--- src/rtl/irq_sequencer_pkg.sv ---
// Shared types and constants for the interrupt entry/return sequencer.
package irq_sequencer_pkg;

    localparam int unsigned WORD_W   = 16;
    localparam int unsigned PLVLS_N  = 8;
    localparam int unsigned PRIV_W   = $clog2(PLVLS_N);
    localparam logic [15:0] VEC_BASE = 16'hFFC0;

    typedef enum logic [2:0] {
        ST_IDLE    = 3'd0,
        ST_PUSH_PC = 3'd1,
        ST_PUSH_SR = 3'd2,
        ST_VEC_RD  = 3'd3,
        ST_POP_SR  = 3'd4,
        ST_POP_PC  = 3'd5
    } state_e;

endpackage

--- src/rtl/irq_sequencer_prio_enc.sv ---
// Highest-index-wins priority encoder over the interrupt request lines.
module irq_prio_enc
    import irq_sequencer_pkg::*;
#(
    parameter int unsigned N = PLVLS_N,
    parameter int unsigned W = PRIV_W
) (
    input  logic [N-1:0] req_i,
    output logic         valid_o,
    output logic [W-1:0] idx_o
);

    // Scan upward so the last (highest) set line wins.
    always_comb begin
        valid_o = 1'b0;
        idx_o   = '0;
        for (int unsigned i = 0; i < N; i++) begin
            if (req_i[i]) begin
                valid_o = 1'b1;
                idx_o   = W'(i);
            end
        end
    end

endmodule

--- src/rtl/irq_sequencer.sv ---
// Interrupt entry (push PC/SR, fetch vector) and return (pop SR/PC) sequencer.
module irq_sequencer
    import irq_sequencer_pkg::*;
#(
    parameter int unsigned WORD  = WORD_W,
    parameter int unsigned PLVLS = PLVLS_N
) (
    input  logic                     clk_i,
    input  logic                     rst_i,
    input  logic [PLVLS-1:0]         irq_i,
    input  logic                     boundary_i,
    input  logic                     reti_i,
    input  logic                     ie_i,
    input  logic [$clog2(PLVLS)-1:0] currPriv_i,
    input  logic [WORD-1:0]          srData_i,
    output logic                     srWrEn_o,
    output logic                     srSetPriv_o,
    output logic [$clog2(PLVLS)-1:0] srPriv_o,
    output logic                     srClrSlp_o,
    input  logic [WORD-1:0]          pc_i,
    input  logic [WORD-1:0]          sp_i,
    output logic                     pcWr_o,
    output logic                     spWr_o,
    output logic [WORD-1:0]          sp_o,
    output logic                     stall_o,
    output logic                     memReq_o,
    output logic                     memWr_o,
    output logic [WORD-1:0]          memAddr_o,
    output logic [WORD-1:0]          memWData_o,
    input  logic [WORD-1:0]          memRData_i,
    input  logic                     memAck_i
);

    localparam int unsigned PW = $clog2(PLVLS);

    state_e          state_q, state_d;
    logic [PW-1:0]   n_q, n_d;
    logic [WORD-1:0] sp_base_q, sp_base_d;
    logic [WORD-1:0] pc_q, pc_d;
    logic [WORD-1:0] sr_q, sr_d;

    logic            enc_valid;
    logic [PW-1:0]   enc_idx;

    // Read data goes straight to PC/SR; the sequencer only times the strobes.
    logic            unused_rdata;
    assign unused_rdata = ^memRData_i;

    irq_prio_enc #(
        .N (PLVLS),
        .W (PW)
    ) u_prio_enc (
        .req_i   (irq_i),
        .valid_o (enc_valid),
        .idx_o   (enc_idx)
    );

    // State and captured-context registers.
    always_ff @(posedge clk_i) begin
        if (rst_i) begin
            state_q   <= ST_IDLE;
            n_q       <= '0;
            sp_base_q <= '0;
            pc_q      <= '0;
            sr_q      <= '0;
        end else begin
            state_q   <= state_d;
            n_q       <= n_d;
            sp_base_q <= sp_base_d;
            pc_q      <= pc_d;
            sr_q      <= sr_d;
        end
    end

    // Next-state, memory request and ack-cycle strobes.
    always_comb begin
        state_d     = state_q;
        n_d         = n_q;
        sp_base_d   = sp_base_q;
        pc_d        = pc_q;
        sr_d        = sr_q;
        stall_o     = 1'b1;
        memReq_o    = 1'b1;
        memWr_o     = 1'b0;
        memAddr_o   = '0;
        memWData_o  = '0;
        srWrEn_o    = 1'b0;
        srSetPriv_o = 1'b0;
        srPriv_o    = '0;
        srClrSlp_o  = 1'b0;
        pcWr_o      = 1'b0;
        spWr_o      = 1'b0;
        sp_o        = '0;

        unique case (state_q)
            ST_IDLE: begin
                stall_o  = 1'b0;
                memReq_o = 1'b0;
                if (boundary_i) begin
                    if (reti_i) begin
                        sp_base_d = sp_i;
                        state_d   = ST_POP_SR;
                    end else if (ie_i && enc_valid && (enc_idx > currPriv_i)) begin
                        n_d       = enc_idx;
                        sp_base_d = sp_i;
                        pc_d      = pc_i;
                        sr_d      = srData_i;
                        state_d   = ST_PUSH_PC;
                    end
                end
            end
            ST_PUSH_PC: begin
                memWr_o    = 1'b1;
                memAddr_o  = sp_base_q - WORD'(2);
                memWData_o = pc_q;
                if (memAck_i) state_d = ST_PUSH_SR;
            end
            ST_PUSH_SR: begin
                memWr_o    = 1'b1;
                memAddr_o  = sp_base_q - WORD'(4);
                memWData_o = sr_q;
                if (memAck_i) state_d = ST_VEC_RD;
            end
            ST_VEC_RD: begin
                memAddr_o = WORD'(VEC_BASE) + WORD'({n_q, 1'b0});
                if (memAck_i) begin
                    pcWr_o      = 1'b1;
                    srSetPriv_o = 1'b1;
                    srPriv_o    = n_q;
                    srClrSlp_o  = 1'b1;
                    spWr_o      = 1'b1;
                    sp_o        = sp_base_q - WORD'(4);
                    state_d     = ST_IDLE;
                end
            end
            ST_POP_SR: begin
                memAddr_o = sp_base_q;
                if (memAck_i) begin
                    srWrEn_o = 1'b1;
                    state_d  = ST_POP_PC;
                end
            end
            ST_POP_PC: begin
                memAddr_o = sp_base_q + WORD'(2);
                if (memAck_i) begin
                    pcWr_o  = 1'b1;
                    spWr_o  = 1'b1;
                    sp_o    = sp_base_q + WORD'(4);
                    state_d = ST_IDLE;
                end
            end
            default: begin
                state_d = ST_IDLE;
            end
        endcase

        // Reset silences every output and aborts the sequence.
        if (rst_i) begin
            state_d     = ST_IDLE;
            stall_o     = 1'b0;
            memReq_o    = 1'b0;
            memWr_o     = 1'b0;
            memAddr_o   = '0;
            memWData_o  = '0;
            srWrEn_o    = 1'b0;
            srSetPriv_o = 1'b0;
            srPriv_o    = '0;
            srClrSlp_o  = 1'b0;
            pcWr_o      = 1'b0;
            spWr_o      = 1'b0;
            sp_o        = '0;
        end
    end

endmodule
--- config.mk ---
export PLATFORM = sky130hd
export DESIGN_NAME = irq_sequencer
export DESIGN_NICKNAME = d
export VERILOG_FILES = /design/src/rtl/irq_sequencer_pkg.sv /design/src/rtl/irq_sequencer_prio_enc.sv /design/src/rtl/irq_sequencer.sv
export SDC_FILE = /design/constraint.sdc
export NUM_CORES = 1
export LEC_CHECK = 0
export CAP_MARGIN = 20
export CORE_MARGIN = 5
export CORE_UTILIZATION = 39
export DETAILED_ROUTE_END_ITERATION = 10
export PLACE_DENSITY = 0.78
export SLEW_MARGIN = 5
export SYNTH_ARGS = -nofsm -noshare
export SYNTH_HDL_FRONTEND = slang
export SYNTH_SLANG_ARGS = --single-unit
--- constraint.sdc ---
create_clock -name clk_i -period 4.4 [get_ports clk_i]
set_clock_uncertainty 0.15 [all_clocks]
set_input_delay 0.44 -clock clk_i [delete_from_list [all_inputs] [get_ports clk_i]]
set_output_delay 0.44 -clock clk_i [all_outputs]
set_load 0.05 [all_outputs]
### After elaboration in Yosys (flattened, before gate mapping)

Index checks and enable logic that the tools add are counted.

| cells by class | value |
|---|---|
| equality and inequality tests | 11 |
| order comparisons | 1 |
| shift-type cells | 0 |
| reduce and logical (&&, ||, !) cells | 9 |
| add/subtract/negate cells | 5 |
| bitwise gates (word level) | 1 |
| multiplexer cells | 47 |
| $mul | 0 |
| divide/modulo/power cells | 0 |

Operators by type and width:

| operator | number |
|---|---|
| 16-bit two-way mux | 7 |
| 16-bit one-hot mux with 5 select lines | 1 |
| 16-bit one-hot mux with 2 select lines | 2 |
| 3-bit two-way mux | 14 |
| 1-bit two-way mux | 20 |
| 16-bit by 2-bit adder with 16-bit output, second input constant | 1 |
| 16-bit by 3-bit adder with 16-bit output, second input constant | 1 |
| 16-bit by 2-bit subtractor with 16-bit output, second input constant | 1 |
| 16-bit by 3-bit subtractor with 16-bit output, second input constant | 1 |
| 3-bit one-hot mux with 5 select lines | 1 |
| 7-bit by 5-bit adder with 8-bit output, first input constant | 1 |
| 2-bit != test, second input constant | 4 |
| 3-bit by 2-bit equality test with 1-bit output, second input constant | 2 |
| 3-bit equality test, second input constant | 2 |
| 6-bit AND reduction | 1 |
| 2-bit two-way mux | 2 |
| 4-bit AND reduction | 1 |
| 2-bit OR reduction | 2 |
| 3-bit by 1-bit equality test with 1-bit output, second input constant | 1 |
| 3-bit > comparator | 1 |
| 3-bit zero test | 1 |
| 3-bit != test, second input constant | 1 |
| 3-bit AND reduction | 1 |
| 1-bit logical AND | 2 |
| other kinds (3) | 3 |

| storage, ports and cells | value |
|---|---|
| input bits | 81 |
| output and inout port bits | 59 |
| memories | 0 |
| register bits | 54 |
| memory bits (read-only) | 0 |
| bits in latches | 0 |
| RAM bits | 0 |

### Logic depth before layout (Yosys ltp)

Gate-level depths: netlist of run 1.

| depth | value |
|---|---|
| depth in word-level cells | 14 |
| depth in mapped cells | 13 |
| gate-level depth less buffers | 11 |

### Cells and area by module

A second synthesis of run 1 with hierarchy kept.

| unflattened totals | value |
|---|---|
| cell total of the unflattened synthesis | 649 |
| area, all modules | 4453.0 sq um |

Modules (own cells, without submodules):

| module | cells each | seq. area each (sq um) | area an instance (sq um) | instances |
|---|---|---|---|---|
| irq_sequencer | 637 | 1081.0 | 4395.5 | 1 |
| irq_prio_enc | 12 | 0.0 | 57.6 | 1 |

### Worst setup path after synthesis of run 1

Ideal clock, no wire load.

| path | value |
|---|---|
| path type | flip-flop to output port |
| from | register state_q[0] |
| to | output port memAddr_o[14] |
| required time | 3810 ps |
| cell stages (with the launch flop) | 12 |
| data arrival time | 3364 ps |
| setup slack | 446 ps |
| cells stage by stage | dfxtp_1 buf_6 clkinv_1 nor2_1 nand2_1 ha_1 a211oi_1 o21ai_0 o2111ai_1 o21ai_0 xnor2_1 o22ai_1 |

| between the ends | value |
|---|---|
| word-level cells in the longest chain between the ends | 3 |
| elaborated cells between the ends (all ways) | 7 |
| classes of those cells | eq/ne: 5; mux: 2 |

RTL lines:

| element | line | source |
|---|---|---|
| from (decl) | irq_sequencer.sv:36 | `state_e state_q, state_d;` |
| from (signal assigned) | irq_sequencer.sv:67 | `state_q <= state_d;` |
| 3-bit equality test, or another cell as far along | irq_sequencer.sv:95 | `unique case (state_q)` |
| 16-bit one-hot mux with 5 select lines * | irq_sequencer.sv:95 |  |
| 16-bit two-way mux * | irq_sequencer.sv:158 | `if (rst_i) begin` |
| to (decl) | irq_sequencer.sv:28 | `output logic [WORD-1:0] memAddr_o,` |

Mark *: on every way between the ends. The rest lies on a longest branch, timed or not.

### Worst setup path in the final report of run 1

Ends and elaborated chain as after synthesis.

==> impl_metrics.yaml, run 1 <==
timing:
  fmax_mhz: 245
  tightest_slew_ns: 0.779
  setup_viol: 0
  rsz0062_at_grt: "false"
  fin_crit_sh: 0.928
  slew_viol_final: 0
  fin_ws_ns: 0.316
  hold_violations: 0
  slew_headroom: 0.479
  fin_setup_tns_ns: 0
  layout_min_cycle_time_ns: 4.08
pwr:
  p_leak_uw: 0.00206
  irDropWorstVdd_mv: 0.208
  power.density_nw_per_um2: 406
  total_power_uw: 2380
final_layout:
  finalNetCount: 808
  fill_cells: 1003
  multi_input_area_sq_um: 2960
  layout-drive-gt1-share: 0.0778
  antennaDiodeCount: 0
  instances_no_fill: 847
  final_cell_mix: "108 x clkdlybuf4s50_1, 107 x nand2_1, 76 x nor2_1"
  syn_to_final_growth_pct: 34.3
  stdcell_area_sq_um: 5870
  seqCellArea_sq_um: 1080
  final_common_cell: "clkdlybuf4s50_1"
logic_synthesis:
  synth_cell_types: 68
  synth_nets: 717
  syn_avg_cell_area_sq_um: 7.11
  syn_area_sq_um: 4370
  async_flop_share: 0
  ys_top_cells_by_area: "dfxtp_1 25%, nand2_1 9.2%, a21oi_1 7.7%"
  synth_top_area_frac: 0.247
  synth_top_area_cell: "dfxtp_1"
  ys_seq_area_frac: 0.247
  synth_edf_count: 0
  synth_cells: 615
  synth_seq_cells: 54
  synth_ff_type: "dfxtp_1"
  ys_warn_count: 0
place:
  dp.cells: 839
  io_buffers: 123
  dp.final_hpwl_mm: 10.2
  place_congestion: 0.904
  post-place-ws_ns: 0.543
  dpl_cell_area_sq_um: 5720
global_route:
  grt_antenna_before_repair: 0
  track_usage: 0.204
  overflow: 0
  grt_pass1_vias: 4647
  grt_pass1_wl_mm: 22.7
  grt_max_degree: 65
clock_network:
  clock-sinks: 54
  h-tree-depth: 2
  post_cts_buffers: 0
  root_buffer: "clkbuf_16"
  cts_resized: 0
  numCtsBuffers: 5
  hold_buffers: 0
  clockBufferDepth: 2
  worst_skew_pair.late_latency_ns: 0.29
  clk_pin_slew_worst_paths_ns: 0.08
  cts_tree: "built"
setup_path:
  arrival_ns: 3.49
  critPathKind: "register to output port"
  rr_worst_depth: 5
  worstSetupEndpointType: "output port"
  startpoint_type: "register"
  critPathRequiredTime_ns: 3.81
  path_max_fanout: 17
detailed_routing:
  drc_errors: 0
  wl_per_cell_um: 16.4
  ant_nets: 0
  vias_per_cell: 5.82
  via_count: 4932
  drtIter0Drc: 595
  drtPass1Iterations: 5
  wl_mm: 13.9
die:
  core_area_sq_um: 10900
  die_y_um: 116
  io_pins: 140
  dieWidth_um: 116
  rows: 38
  die_area_sq_um: 13400
  start_util: 0.400
job:
  cap_violations: 0
worst_hold_path:
  min_path_type: "register to register"
  holdPathStages: 2
outcome:
  status: "complete, no violations"
==> state kept, by name, indices dropped and copies added, names as in the netlist <==
name       count
n_q            3
sp_base_q     16
state_q        3
sr_q          16
pc_q          16
==> critical path, cell delays in order, from the launching register on <==
cell and delay (ns):
dfxtp_1 0.34, clkinv_1 0.09, nor2_1 0.39, nand2_1 0.11, buf_4 0.23, ha_1 0.37, o211ai_1 0.10, o21ai_0 0.42
o2111ai_1 0.25, o21ai_0 0.29, xnor2_1 0.09, o22ai_1 0.33, buf_12 0.19
==> cells by family after synthesis <==
| logic type | Yosys count | share of synthesized area |
|---|---|---|
| flops | 54 | 0.247 |
| mux | 20 | 0.0515 |
| compound gates | 186 | 0.270 |
| xor+xnor | 15 | 0.0300 |
| buf+inv | 66 | 0.0775 |
| simple gates | 253 | 0.262 |
| fa+ha+maj | 21 | 0.0618 |
==> per-layer routing <==
metal | up-vias | part of all wire | track usage
met2 | 240 | 0.49 | 0.337
met3 | 22 | 0.089 | 0.0407
li1 | 2371 | - | -
met5 | - | 0 | 0
met1 | 2299 | 0.40 | 0.270
met4 | 0 | 0.021 | 0.0642
==> cell type report <==
cell class              instances  area share
inverters                      13     0.00831
clock inverters                 3     0.00447
repair buffers                137       0.248
clock buffers                   5      0.0213
multi-input cells             495       0.504
well taps                     140      0.0298
flip-flops and latches         54       0.184
==> power by group <==
part,internal (uW),switching (uW)
registers,530,94.9
logic,550,792
clock network,217,200
==> final timing paths <==
path,start,to,slack (ns)
max,state_q[0],memAddr_o[14],0.32
max reg2reg,state_q[2],sp_base_q[14],1.92
min reg2reg,sr_q[11],sr_q[11],0.31
min,sr_q[11],sr_q[11],0.31
==> synth_stat cells, drive strengths merged, types with 3 or more instances <==
library cell,n
xor2,5
and2,3
or2,4
a211oi,10
a31oi,4
buf,26
o22ai,13
mux2i,18
o21ai,31
nor4,4
nor2,78
a21o,4
inv,12
xnor2,10
o31ai,6
clkbuf,27
a22oi,26
and3,3
nand3,14
nand4,3
a21oi,68
nand2,107
nor2b,4
nor3b,4
or3,4
nor3,16
ha,20
dfxtp,54
==> per-stage QoR <==
stage / utilization / hold WS [ns]
after floorplan: - / 0.286
after global placement: 0.523 / 0.291
after detailed placement: 0.523 / 0.298
after CTS: 0.537 / 0.309
after global routing: 0.537 / 0.318
final: 0.537 / 0.306
No activity file was read; power rests on OpenSTA's default activity.
==> inputs of run 2 (changes only) <==
CORE_UTILIZATION = 48   (was 39)
PLACE_DENSITY = 0.92   (was 0.78)
==> run 2 against run 1 <==
Global-route usage increased by 3.7 points. Critical endpoint unchanged. Hold slack improved by 0.0043 ns. Highest routed layer unchanged. Core utilization rose by 12 points. Register-to-register slack improved by 0.12 ns. Sequential share of layout area rose by 0.24 points. First-iteration DRC count up 7.6%. Non-clock buffer count grew 2. Via count grew 1.7%. Combinational power grew 4%. Cell count is 3.5% lower.
==> impl_metrics.yaml, run 2 (synthesis results as in run 1) <==
outcome:
  status: "complete, no violations"
detailed_routing:
  highest_layer: "met4"
  drc_errors: 0
  met3WireLength_mm: 1.45
  wl_met2_mm: 6.77
  via_count: 5017
  drtPass1Iterations: 6
  drtIter0Drc: 640
  vias_per_cell: 6.14
  wl_per_cell_um: 17.0
  wl_mm: 13.9
  ant_nets: 0
  met1_length_mm: 5.39
pwr:
  p_leak_uw: 0.00205
  irDropWorstVdd_mv: 0.244
  power.density_nw_per_um2: 399
final_layout:
  antennaDiodeCount: 0
  syn_to_final_growth_pct: 32.6
  stdcell_area_sq_um: 5800
  fill_cells: 734
  layout-drive-gt1-share: 0.0818
  finalNetCount: 810
  final_cell_mix: "108 x clkdlybuf4s50_1, 106 x nand2_1, 76 x nor2_1"
  instances_no_fill: 817
  final_common_cell: "clkdlybuf4s50_1"
  reg_top3: "pc_q (16), sp_base_q (16), sr_q (16)"
timing:
  fin_setup_tns_ns: 0
  layout_min_cycle_time_ns: 4.04
  rsz0062_at_grt: "false"
  slew_viol_final: 0
  fin_ws_ns: 0.363
  setup_viol: 0
  tightest_slew_ns: 0.789
  timing.hold.ws_ns: 0.311
  slew_headroom: 0.473
  hold_violations: 0
  fmax_mhz: 248
  fin_crit_sh: 0.917
place:
  post-place-ws_ns: 0.555
  io_buffers: 123
  dp.final_hpwl_mm: 10.4
  place_congestion: 0.896
  dp.cells: 809
  dpl_cell_area_sq_um: 5700
die:
  io_pins: 140
  start_util: 0.497
  die_y_um: 105
  rows: 34
  dieWidth_um: 105
  die_area_sq_um: 11100
  core_area_sq_um: 8810
job:
  cap_violations: 0
clock_network:
  numCtsBuffers: 5
  hold_buffers: 0
  worst_skew_pair.late_latency_ns: 0.32
  clock-sinks: 54
  h-tree-depth: 2
  post_cts_buffers: 0
  clk_pin_slew_worst_paths_ns: 0.11
  clockBufferDepth: 2
  cts_tree: "built"
  root_buffer: "clkbuf_8"
setup_path:
  critPathRequiredTime_ns: 3.81
  path_max_fanout: 17
  arrival_ns: 3.45
  startpoint_type: "register"
  critPathKind: "register to output port"
  worstSetupEndpointType: "output port"
global_route:
  overflow: 0
  grt_antenna_before_repair: 0
  track_usage: 0.242
  grt_pass1_vias: 4717
  grt_max_degree: 40
  grt_pass1_wl_mm: 22.9
worst_hold_path:
  min_path_type: "register to register"
==> run 2: cell count changes in the layout (fill, tap and decap cells not counted), sizes merged <==
cell	change
buf	+2
==> run 2: timing repair <==
action | 4_1_cts | 5_1_grt
setup endpoints to repair | 0 | 4
resized for setup | 0 | 1
endpoints found under the hold margin | 0 | 0
==> run 2: critical path, stage by stage (launching register included) <==
cell	delay [ns]
dfxtp_1	0.39
clkinv_1	0.11
nor2_1	0.18
nand2_2	0.28
ha_1	0.40
a211oi_1	0.28
o21ai_0	0.26
o2111ai_1	0.41
o21ai_0	0.20
xnor2_1	0.18
o22ai_1	0.27
buf_12	0.18
==> run 2: layer usage <==
layer / GRT usage / up-vias
met2: 0.412 / 314
met5: 0 / -
met3: 0.0538 / 32
met1: 0.310 / 2297
li1: - / 2374
met4: 0.0600 / 0
==> run 2: cell type report <==
| type | instances | area, sq um | share of cell area |
|---|---|---|---|
| flip-flops and latches | 54 | 1080 | 0.186 |
| clock inverters | 3 | 28.8 | 0.00496 |
| multi-input cells | 495 | 2960 | 0.511 |
| repair buffers | 139 | 1470 | 0.254 |
| inverters | 13 | 48.8 | 0.00842 |
| well taps | 108 | 135 | 0.0233 |
| clock buffers | 5 | 68.8 | 0.0119 |
==> run 2: path summary, 6_finish.rpt <==
check / slack, ns / start / depth (start not counted) / end
worst max-delay path: 0.36 / state_q[0] / 11 / memAddr_o[14]
worst min-delay path: 0.31 / sr_q[15] / 2 / sr_q[15]
worst max register to register: 2.04 / state_q[1] / 5 / sp_base_q[11]
worst min register to register: 0.31 / sr_q[15] / 2 / sr_q[15]
==> run 2: per-stage QoR <==
| step | power, uW | utilization |
|---|---|---|
| final | 2310 | 0.658 |
| after global placement | 1900 | 0.647 |
| after CTS | 2280 | 0.658 |
| after detailed placement | 1960 | 0.647 |
| after floorplan | 1570 | - |
| after global routing | 2450 | 0.658 |
==> run 2: report_power, final <==
| part | internal (uW) | leakage, uW | switching [uW] | total, uW |
|---|---|---|---|---|
| Clock | 120 | 0.0000506 | 183 | 302 |
| Sequential | 531 | 0.000438 | 84.8 | 615 |
| Combinational | 557 | 0.00156 | 838 | 1390 |
